File: config.mk
export PLATFORM = sky130hd
export DESIGN_NAME = vector_control_sequencer
export DESIGN_NICKNAME = d
export VERILOG_FILES = /design/src/rtl/vector_control_sequencer.sv
export SDC_FILE = /design/constraint.sdc
export NUM_CORES = 1
export LEC_CHECK = 0
export CORE_UTILIZATION = 45
export CTS_BUF_LIST = sky130_fd_sc_hd__clkbuf_4 sky130_fd_sc_hd__clkbuf_8 sky130_fd_sc_hd__clkbuf_16
export DETAILED_ROUTE_END_ITERATION = 10
export PLACE_DENSITY = 0.74
export SYNTH_ARGS = -nofsm -noshare
export SYNTH_HDL_FRONTEND = slang
export SYNTH_SLANG_ARGS = --single-unit
File: constraint.sdc
create_clock -name clk_i -period 2.4 [get_ports clk_i]
set_clock_uncertainty 0.15 [all_clocks]
set_input_delay 0.24 -clock clk_i [delete_from_list [all_inputs] [get_ports clk_i]]
set_output_delay 0.24 -clock clk_i [all_outputs]
set_load 0.01 [all_outputs]
File: src/rtl/vector_control_sequencer.sv
// vector_control_sequencer
//
// Multi-cycle control sequencer sitting between instruction fetch and the
// execute/memory stages. One 4-bit opcode is accepted at a time and decoded
// into a registered 12-bit control word. Vector instructions (decoded
// OpType[1] set) are issued as VECTOR_LEN/LANES consecutive chunks, scalar
// instructions as a single chunk, and NOPs retire without issuing at all.
// Each chunk waits for both the memory and execute completion handshakes.
//
// Optional feature: define CTRL_SEQ_TIMEOUT_EN to build a WAIT watchdog.
// After TIMEOUT_CYCLES WAIT cycles without a chunk completing, it sets a
// sticky Error_o, clears the control word and returns to IDLE without Done_o.
// If the macro is undefined, no counter is built and Error_o is tied to 0.
//
// Parameters:
//   LANES          lanes processed per chunk
//   VECTOR_LEN     elements per vector (a multiple of LANES, at least LANES)
//   TIMEOUT_CYCLES watchdog limit in WAIT cycles (used only with the macro)
//
// Ports:
//   clk_i          clock, rising edge
//   rst_i          asynchronous active-high reset
//   Valid_i        OpCode_i is valid this cycle
//   OpCode_i       instruction opcode
//   Mem_Finished_i memory stage finished the current chunk
//   Exe_Finished_i execute stage finished the current chunk
//   Ready_o        sequencer can accept an opcode (IDLE)
//   Issue_o        one-cycle pulse: Ctrl_o/Chunk_o describe a new chunk
//   Ctrl_o         control word {BranchSelect[11:10], RegFileWE[9],
//                  ExtendSelect[8], ALUSource[7], OpType[6:5],
//                  ALUControl[4:3], MemWE[2], OpSource[1], WBSelect[0]}
//   Chunk_o        current chunk index
//   Done_o         one-cycle pulse: instruction retired
//   Error_o        watchdog fired, sticky until reset

module vector_control_sequencer #(
    parameter int LANES          = 4,
    parameter int VECTOR_LEN     = 16,
    parameter int TIMEOUT_CYCLES = 255
) (
    input  logic                                clk_i,
    input  logic                                rst_i,
    input  logic                                Valid_i,
    input  logic [3:0]                          OpCode_i,
    input  logic                                Mem_Finished_i,
    input  logic                                Exe_Finished_i,
    output logic                                Ready_o,
    output logic                                Issue_o,
    output logic [11:0]                         Ctrl_o,
    output logic [$clog2(VECTOR_LEN/LANES):0]   Chunk_o,
    output logic                                Done_o,
    output logic                                Error_o
);

    localparam int NUM_CHUNKS = VECTOR_LEN / LANES;
    localparam int CHUNK_W    = $clog2(NUM_CHUNKS) + 1;
    localparam logic [CHUNK_W-1:0] LAST_CHUNK = CHUNK_W'(NUM_CHUNKS - 1);

    typedef enum logic [1:0] {
        ST_IDLE,
        ST_ISSUE,
        ST_WAIT,
        ST_DONE
    } state_t;

    state_t               state_q;
    state_t               state_d;
    logic [11:0]          ctrl_q;
    logic [CHUNK_W-1:0]   chunk_q;
    logic                 mem_flag_q;
    logic                 exe_flag_q;
    logic                 chunk_done;
    logic                 last_chunk;
    logic                 timeout;
    logic [11:0]          decoded;

    // Opcode to control word table. 1111 decodes to all-zero, which the
    // FSM treats exactly like 0000: a NOP that retires without an issue.
    function automatic logic [11:0] decode(input logic [3:0] op);
        logic [11:0] word;
        case (op)
            4'b0000: word = 12'h000;
            4'b0001: word = 12'h58A;
            4'b0010: word = 12'h98A;
            4'b0011: word = 12'h221;
            4'b0100: word = 12'h261;
            4'b0101: word = 12'h025;
            4'b0110: word = 12'h065;
            4'b0111: word = 12'h262;
            4'b1000: word = 12'h242;
            4'b1001: word = 12'h2A2;
            4'b1010: word = 12'h222;
            4'b1011: word = 12'h22A;
            4'b1100: word = 12'h252;
            4'b1101: word = 12'h25A;
            4'b1110: word = 12'h23A;
            default: word = 12'h000;
        endcase
        return word;
    endfunction

    assign decoded = decode(OpCode_i);

    // A chunk completes when each handshake has been seen at least once
    // during WAIT, either remembered in a flag or arriving this cycle.
    assign chunk_done = (state_q == ST_WAIT)
                      && (mem_flag_q || Mem_Finished_i)
                      && (exe_flag_q || Exe_Finished_i);

    // Scalar instructions are always on their last (only) chunk.
    assign last_chunk = !ctrl_q[6] || (chunk_q == LAST_CHUNK);

`ifdef CTRL_SEQ_TIMEOUT_EN
    localparam int TO_W = $clog2(TIMEOUT_CYCLES + 1);

    logic [TO_W-1:0] wait_cnt_q;
    logic            error_q;

    // wait_cnt_q counts WAIT cycles of the current chunk; the watchdog fires
    // on the TIMEOUT_CYCLES-th WAIT cycle that does not complete the chunk.
    assign timeout = (state_q == ST_WAIT) && !chunk_done
                   && (wait_cnt_q == TO_W'(TIMEOUT_CYCLES - 1));

    always_ff @(posedge clk_i or posedge rst_i) begin
        if (rst_i) begin
            wait_cnt_q <= '0;
            error_q    <= 1'b0;
        end else begin
            if ((state_q == ST_WAIT) && !chunk_done && !timeout) begin
                wait_cnt_q <= wait_cnt_q + 1'b1;
            end else begin
                wait_cnt_q <= '0;
            end
            if (timeout) begin
                error_q <= 1'b1;
            end
        end
    end

    assign Error_o = error_q;
`else
    assign timeout = 1'b0;
    assign Error_o = 1'b0;
`endif

    always_ff @(posedge clk_i or posedge rst_i) begin
        if (rst_i) begin
            state_q <= ST_IDLE;
        end else begin
            state_q <= state_d;
        end
    end

    // Next-state logic and state-decoded handshake outputs.
    always_comb begin
        state_d = state_q;
        Ready_o = 1'b0;
        Issue_o = 1'b0;
        Done_o  = 1'b0;
        case (state_q)
            ST_IDLE: begin
                Ready_o = 1'b1;
                if (Valid_i) begin
                    state_d = (decoded == 12'h000) ? ST_DONE : ST_ISSUE;
                end
            end
            ST_ISSUE: begin
                Issue_o = 1'b1;
                state_d = ST_WAIT;
            end
            ST_WAIT: begin
                if (timeout) begin
                    state_d = ST_IDLE;
                end else if (chunk_done) begin
                    state_d = last_chunk ? ST_DONE : ST_ISSUE;
                end
            end
            ST_DONE: begin
                Done_o  = 1'b1;
                state_d = ST_IDLE;
            end
            default: begin
                state_d = ST_IDLE;
            end
        endcase
    end

    // Control word and chunk index are loaded at acceptance, held through
    // DONE, and cleared on every return to IDLE so IDLE always shows zero.
    always_ff @(posedge clk_i or posedge rst_i) begin
        if (rst_i) begin
            ctrl_q  <= 12'h000;
            chunk_q <= '0;
        end else begin
            case (state_q)
                ST_IDLE: begin
                    if (Valid_i) begin
                        ctrl_q  <= decoded;
                        chunk_q <= '0;
                    end
                end
                ST_WAIT: begin
                    if (timeout) begin
                        ctrl_q  <= 12'h000;
                        chunk_q <= '0;
                    end else if (chunk_done && !last_chunk) begin
                        chunk_q <= chunk_q + 1'b1;
                    end
                end
                ST_DONE: begin
                    ctrl_q  <= 12'h000;
                    chunk_q <= '0;
                end
                default: begin
                    ctrl_q  <= ctrl_q;
                    chunk_q <= chunk_q;
                end
            endcase
        end
    end

    // Completion flags only live inside WAIT: they are held at zero in every
    // other state, which both ignores early handshakes and guarantees they
    // start clear on each ISSUE.
    always_ff @(posedge clk_i or posedge rst_i) begin
        if (rst_i) begin
            mem_flag_q <= 1'b0;
            exe_flag_q <= 1'b0;
        end else if ((state_q == ST_WAIT) && !chunk_done && !timeout) begin
            mem_flag_q <= mem_flag_q || Mem_Finished_i;
            exe_flag_q <= exe_flag_q || Exe_Finished_i;
        end else begin
            mem_flag_q <= 1'b0;
            exe_flag_q <= 1'b0;
        end
    end

    assign Ctrl_o  = ctrl_q;
    assign Chunk_o = chunk_q;

endmodule

==> flow_summary.ini, run 1 <==
[timing]
hold_violations = 0
min_period_ns = 1.98
drv_slew = 0
slew_headroom = 0.516
final-setup-viol-count = 0
finalCritPeriodShare = 0.826
rsz0062_at_grt = false
setup_tns_ns = 0
tightest_slew_ns = 0.726
fmax_ghz = 0.504

[drt]
drt_iter0_markers = 14
viasPerCell = 5.39
wire_per_inst_um = 13.1
antenna_left = 0
wl_um = 2350
drt_pre_antenna_iters = 4
dr_total_vias = 971
drc = 0

[clock_network]
clk_latency_ns = 0.29
cts_tree = built
htreeDepth = 1
cts.sinks = 19
post-cts-setup-buffers = 0
cts_buffers = 3
cts-root-buf = clkbuf_4
holdBufCountCts = 0
cts.path.max_buffers = 2
clk_pin_slew_ns = 0.10
ctsResizeCount = 0

[flow_run]
maxCapViolCount = 0

[logic_synthesis]
synth_area_leader_cell = dfrtp_1
synthCells = 129
synth_compound_area_frac = 0.184
synth_fa_ha_area_frac = 0.0875
ys_types = 32
yosys.area_share.simple = 0.204
synth_top_family_by_area = simple AND/OR/NAND/NOR gates
ys_seq_area_frac = 0.416
synthTopCellsByCount = dfrtp_1, nor2_1, o21ai_0
synth_edf_count = 0
synthFlopType = dfrtp_1
async_reset_ff_frac = 1.00
yosysMostFrequentCell = dfrtp_1
yosys.area.top_type_share = 0.416
synth_nets = 146
synthXorXnorAreaFrac = 0
synthesis.area_um2 = 1140
yosys_warnings = 0
ys_ff_latch = 19
synthMuxAreaShare = 0.0383
ys_top_cells_by_area = dfrtp_1, ha_1, o21ai_0
synth_area_per_cell_um2 = 8.87

[pwr]
power_switching_uw = 502
internal_power_uw = 852
power_density_nw_per_um2 = 943
power_leakage_nw = 0.631
pwr-share-comb = 0.495
pwr-share-clk = 0.128
p_seq_frac = 0.378
irDropWorstVdd_v = 0.000531
swShare = 0.371

[floorplan]
fp.dieW_um = 52.4
core-area_um2 = 2300
top_level_ports = 28
start_util = 0.498
die_h_um = 52.4
die_area_um2 = 2750
rows = 17

[global_route]
antenna_found_initial = 0
grt_usage = 0.200
grt-ovfl-total = 0
grt_pass1_wl_um = 4070
grt_pass1_vias = 925
grt_max_degree = 23

[critical_path]
worstPathRequired_ns = 2.44
start_kind = flop
crit_top_cell = ha_1
crit_chain = ha_1, ha_1, nor2b_1, o21ai_0, a21oi_2, mux2_2
critPathKind = reg -> reg
critPathBufInv = 0
slowest_stage = dfrtp_1
worstPathMaxFanout = 4
slowest_delay_ns = 0.42
end_kind = flop
cp_top_family = flip-flops
cp.arrival_ns = 2.02

[finish]
final_cells = 180
syn_to_final_growth_pct = 25.6
antenna_cells = 0
multiInputGateArea_um2 = 591
fill_cells = 219
nets = 170
seq_area_um2 = 475
drive_above_1_share = 0.0855

[place]
gp_congestion = 0.881
dp_hpwl_um = 1800
dp.cells = 176
port_buffers = 26

[worst_hold_path]
min_path_type = in -> async

[run_status]
status = completed
## final timing paths
kind                            startpoint          to  slack, ns  cells after the start
worst max register to register  Chunk_o[0]  Chunk_o[0]       0.42                      6
worst max-delay path            Chunk_o[0]  Chunk_o[0]       0.42                      6
worst min register to register   Ctrl_o[8]   Ctrl_o[8]       0.36                      2
max in group asynchronous            rst_i   Ctrl_o[4]       1.43                      2
min in group clk_i               Ctrl_o[8]   Ctrl_o[8]       0.36                      2
worst min-delay path                 rst_i  Chunk_o[2]       0.21                      2
## kinds of logic (layout without fill, tap and decap cells)
kind of cell	Yosys count	after routing
AOI/OAI and AO/OA	33	33
adders and majority gates	8	8
buffers and inverters	17	40
DFF	19	19
muxes	4	4
other	1	1
and+or+nand+nor	47	47
## cell usage in the layout, fill, tap and decap left out, drive strengths merged
cell           count
a211oi             2
a21boi             2
a21oi              7
a31o               1
and3               1
buf                2
clkbuf             4
clkdlybuf4s50     26
conb               1
dfrtp             19
ha                 8
inv                8
mux2               3
mux2i              1
nand2              7
nand2b             2
nand3             10
nor2              13
nor2b              7
nor3               3
nor4               1
nor4b              1
o2111ai            1
o21a               2
o21ai             13
o31ai              4
o32ai              1
or2                1
or3b               1
## power groups by stage
stage | Combinational, mW | Sequential [mW] | Clock (mW)
CTS | 0.677 | 0.511 | 0.180
floorplan | 0.371 | 0.533 | 0
detailed placement | 0.676 | 0.519 | 0
global placement | 0.663 | 0.510 | 0
global route | 0.751 | 0.528 | 0.192
finish | 0.670 | 0.511 | 0.173
## worst reg2reg max path: cells and delay by family (launching register included)
| kind | cells | cell delay, ns |
|---|---|---|
| AO/OA/AOI/OAI | 2 | 0.37 |
| multiplexers | 1 | 0.36 |
| adder cells (fa/ha/maj) | 2 | 0.39 |
| AND/OR/NAND/NOR | 1 | 0.19 |
| flip-flops | 1 | 0.42 |
## cell type report
| type | count | area share |
|---|---|---|
| clock buffers | 4 | 0.0209 |
| inverters | 8 | 0.0209 |
| multi-input cells | 93 | 0.411 |
| flip-flops and latches | 19 | 0.331 |
| well taps | 28 | 0.0244 |
| repair buffers | 28 | 0.192 |
## layer usage
layer | GRT usage | wire (µm)
met5 | 0 | 0
met4 | 0.0921 | 48
met3 | 0.00870 | 63
met2 | 0.329 | 1080
met1 | 0.270 | 1160
## stage by stage
| step | hold WS, ns | util | cell area (µm²) | worst slack, ns | power [mW] |
|---|---|---|---|---|---|
| detailed placement | 0.342 | 0.612 | 1410 | 0.171 | 1.20 |
| global placement | 0.333 | 0.612 | 1410 | 0.236 | 1.17 |
| CTS | 0.249 | 0.625 | 1440 | 0.428 | 1.37 |
| floorplan | 0.0411 | - | 1140 | 0.561 | 0.904 |
| global route | 0.275 | 0.625 | 1440 | 0.325 | 1.47 |
| finish | 0.213 | 0.625 | 1440 | 0.417 | 1.35 |
## flip-flops by register name, indices dropped and copies added (netlist names)
name / cells
state_q: 2
Chunk_o: 3
mem_flag_q: 1
Ctrl_o: 12
exe_flag_q: 1
(Power assumes the default switching activity.)
==> inputs of run 2 (changes only) <==
- CORE_UTILIZATION: 45 -> 44
- PLACE_DENSITY: 0.74 -> 0.75
- clock period: 2.4 -> 1.7 ns (I/O delays scaled with it)
==> run 2 against run 1 <==
Against the previous run:
- the run now ends with DRC, setup timing left
- utilization rose by 6.4 points
- combinational power rose by 84%
- worst hold slack got worse by 0.17 ns
- cell area rose by 19%
- total power rose by 58%
- count of clock-buffer cells in the layout fell by 1
- setup slack got worse by 0.46 ns
- routed wire length rose by 14%
- largest cell class unchanged
- largest power group unchanged
==> flow_summary.ini, run 2 (synthesis gave the netlist of run 1 again) <==
[run_status]
status = finished, violations left
violations = DRC, setup timing

[finish]
seq_area_um2 = 475
syn_to_final_growth_pct = 49.3
drive_above_1_share = 0.279
postLayoutCellArea_um2 = 1710
largest_reg_flops = 12
final_cells = 209
antenna_cells = 0
multiInputGateArea_um2 = 654
final_common_cell = buf_4
final_cell_mix = buf_4, clkdlybuf4s50_1, dfrtp_1, nor2_1, o21ai_0
nets = 197
fill_cells = 222

[floorplan]
core-area_um2 = 2480
die_h_um = 53.0
start_util = 0.462
top_level_ports = 28
die_area_um2 = 2810
rows = 18
fp.dieW_um = 53.0

[critical_path]
end_kind = flop
start_kind = flop
worstPathMaxFanout = 3
critPathKind = reg -> reg
cp.arrival_ns = 1.77
worstPathRequired_ns = 1.73

[pwr]
power_switching_uw = 789
pwr-share-comb = 0.575
power_density_nw_per_um2 = 1250
irDropWorstVdd_v = 0.000812
pwr-share-clk = 0.105
internal_power_mw = 1.35
p_seq_frac = 0.319
power_leakage_nw = 0.795
swShare = 0.369

[drt]
viasPerCell = 5.17
antenna_left = 0
dr_total_vias = 1081
drt_pre_antenna_iters = 7
wire_per_inst_um = 12.9
wl_um = 2690
drt_iter0_markers = 21
drc = 1

[timing]
setup_tns_ns = -0.145
min_period_ns = 1.74
final-setup-viol-count = 4
setup_slack_ns = -0.0434
rsz0062_at_grt = true
fmax_ghz = 0.574
hold_violations = 0
drv_slew = 0
finalCritPeriodShare = 1.03

[global_route]
grt-ovfl-total = 0
antenna_found_initial = 0
grt_max_degree = 20
grt_pass1_wl_um = 4250
grt_pass1_vias = 1013
grt_usage = 0.209

[clock_network]
htreeDepth = 1
clk_latency_ns = 0.29
clk_pin_slew_ns = 0.11
cts_tree = built
cts.sinks = 19
cts-root-buf = clkbuf_4
cts_buffers = 3
cts.path.max_buffers = 2

[place]
dp.cells = 204
gp_congestion = 0.856
port_buffers = 26
dp_hpwl_um = 2070
dpl_cell_area_um2 = 1620

[worst_hold_path]
min_path_type = in -> async

[flow_run]
maxCapViolCount = 0
[run 2: worst max-delay path: stages, from the launching register on]
cell     delay [ns]
dfrtp_1        0.41
ha_2           0.21
ha_4           0.16
nor2b_4        0.12
o21ai_2        0.06
a21oi_2        0.21
mux2_4         0.32
[run 2: power by group through the flow]
stage	Sequential, mW	Clock, mW	Combinational (mW)
2_1_floorplan	0.754	0	0.558
3_3_place_gp	0.684	0	1.15
3_5_place_dp	0.692	0	1.19
4_1_cts	0.681	0.235	1.23
5_1_grt	0.700	0.269	1.34
6_report	0.681	0.225	1.23
[run 2: routing by layer]
layer	GRT usage	vias to the layer above	share of wire
met5	0	-	0
met1	0.247	513	0.47
met3	0.0259	2	0.025
li1	-	542	-
met2	0.384	24	0.50
met4	0.0702	0	0.0078
[run 2: what timing repair did]
| action | CTS | global route |
|---|---|---|
| endpoints found under the setup margin | 9 | 8 |
| cloned | 0 | 0 |
| pin swaps | 5 | 3 |
| hold buffers | 0 | 0 |
| buffers inserted | 1 | 0 |
| hold endpoints to repair | 0 | 0 |
| gates resized for setup | 16 | 3 |
[run 2: cell type report]
type	instances	area share
Sequential cell	19	0.278
Timing Repair Buffer	55	0.283
Clock buffer	3	0.0132
Clock inverter	1	0.00293
Multi-Input combinational cell	93	0.383
Inverter	8	0.0176
Tap cell	30	0.0220
[run 2: path summary, 6_finish.rpt]
check | startpoint | end | slack (ns) | cells after the start
hold reg to reg | Ctrl_o[3] | Ctrl_o[3] | 0.36 | 2
setup / recovery | Chunk_o[0] | Chunk_o[0] | -0.04 | 6
setup reg to reg | Chunk_o[0] | Chunk_o[0] | -0.04 | 6
min in group clk_i | Ctrl_o[3] | Ctrl_o[3] | 0.36 | 2
hold / removal | rst_i | Ctrl_o[8] | 0.04 | 3
max in group asynchronous | rst_i | Ctrl_o[6] | 1.15 | 3
[run 2: stage by stage]
step	power (mW)	util	setup WS, ns	hold WS (ns)
after floorplan	1.31	-	-0.0804	-0.0289
after global placement	1.83	0.653	-0.256	0.335
after detailed placement	1.88	0.653	-0.367	0.341
after CTS	2.15	0.686	-0.0446	0.0473
after global routing	2.30	0.689	-0.107	0.0597
final	2.13	0.689	-0.0434	0.0418
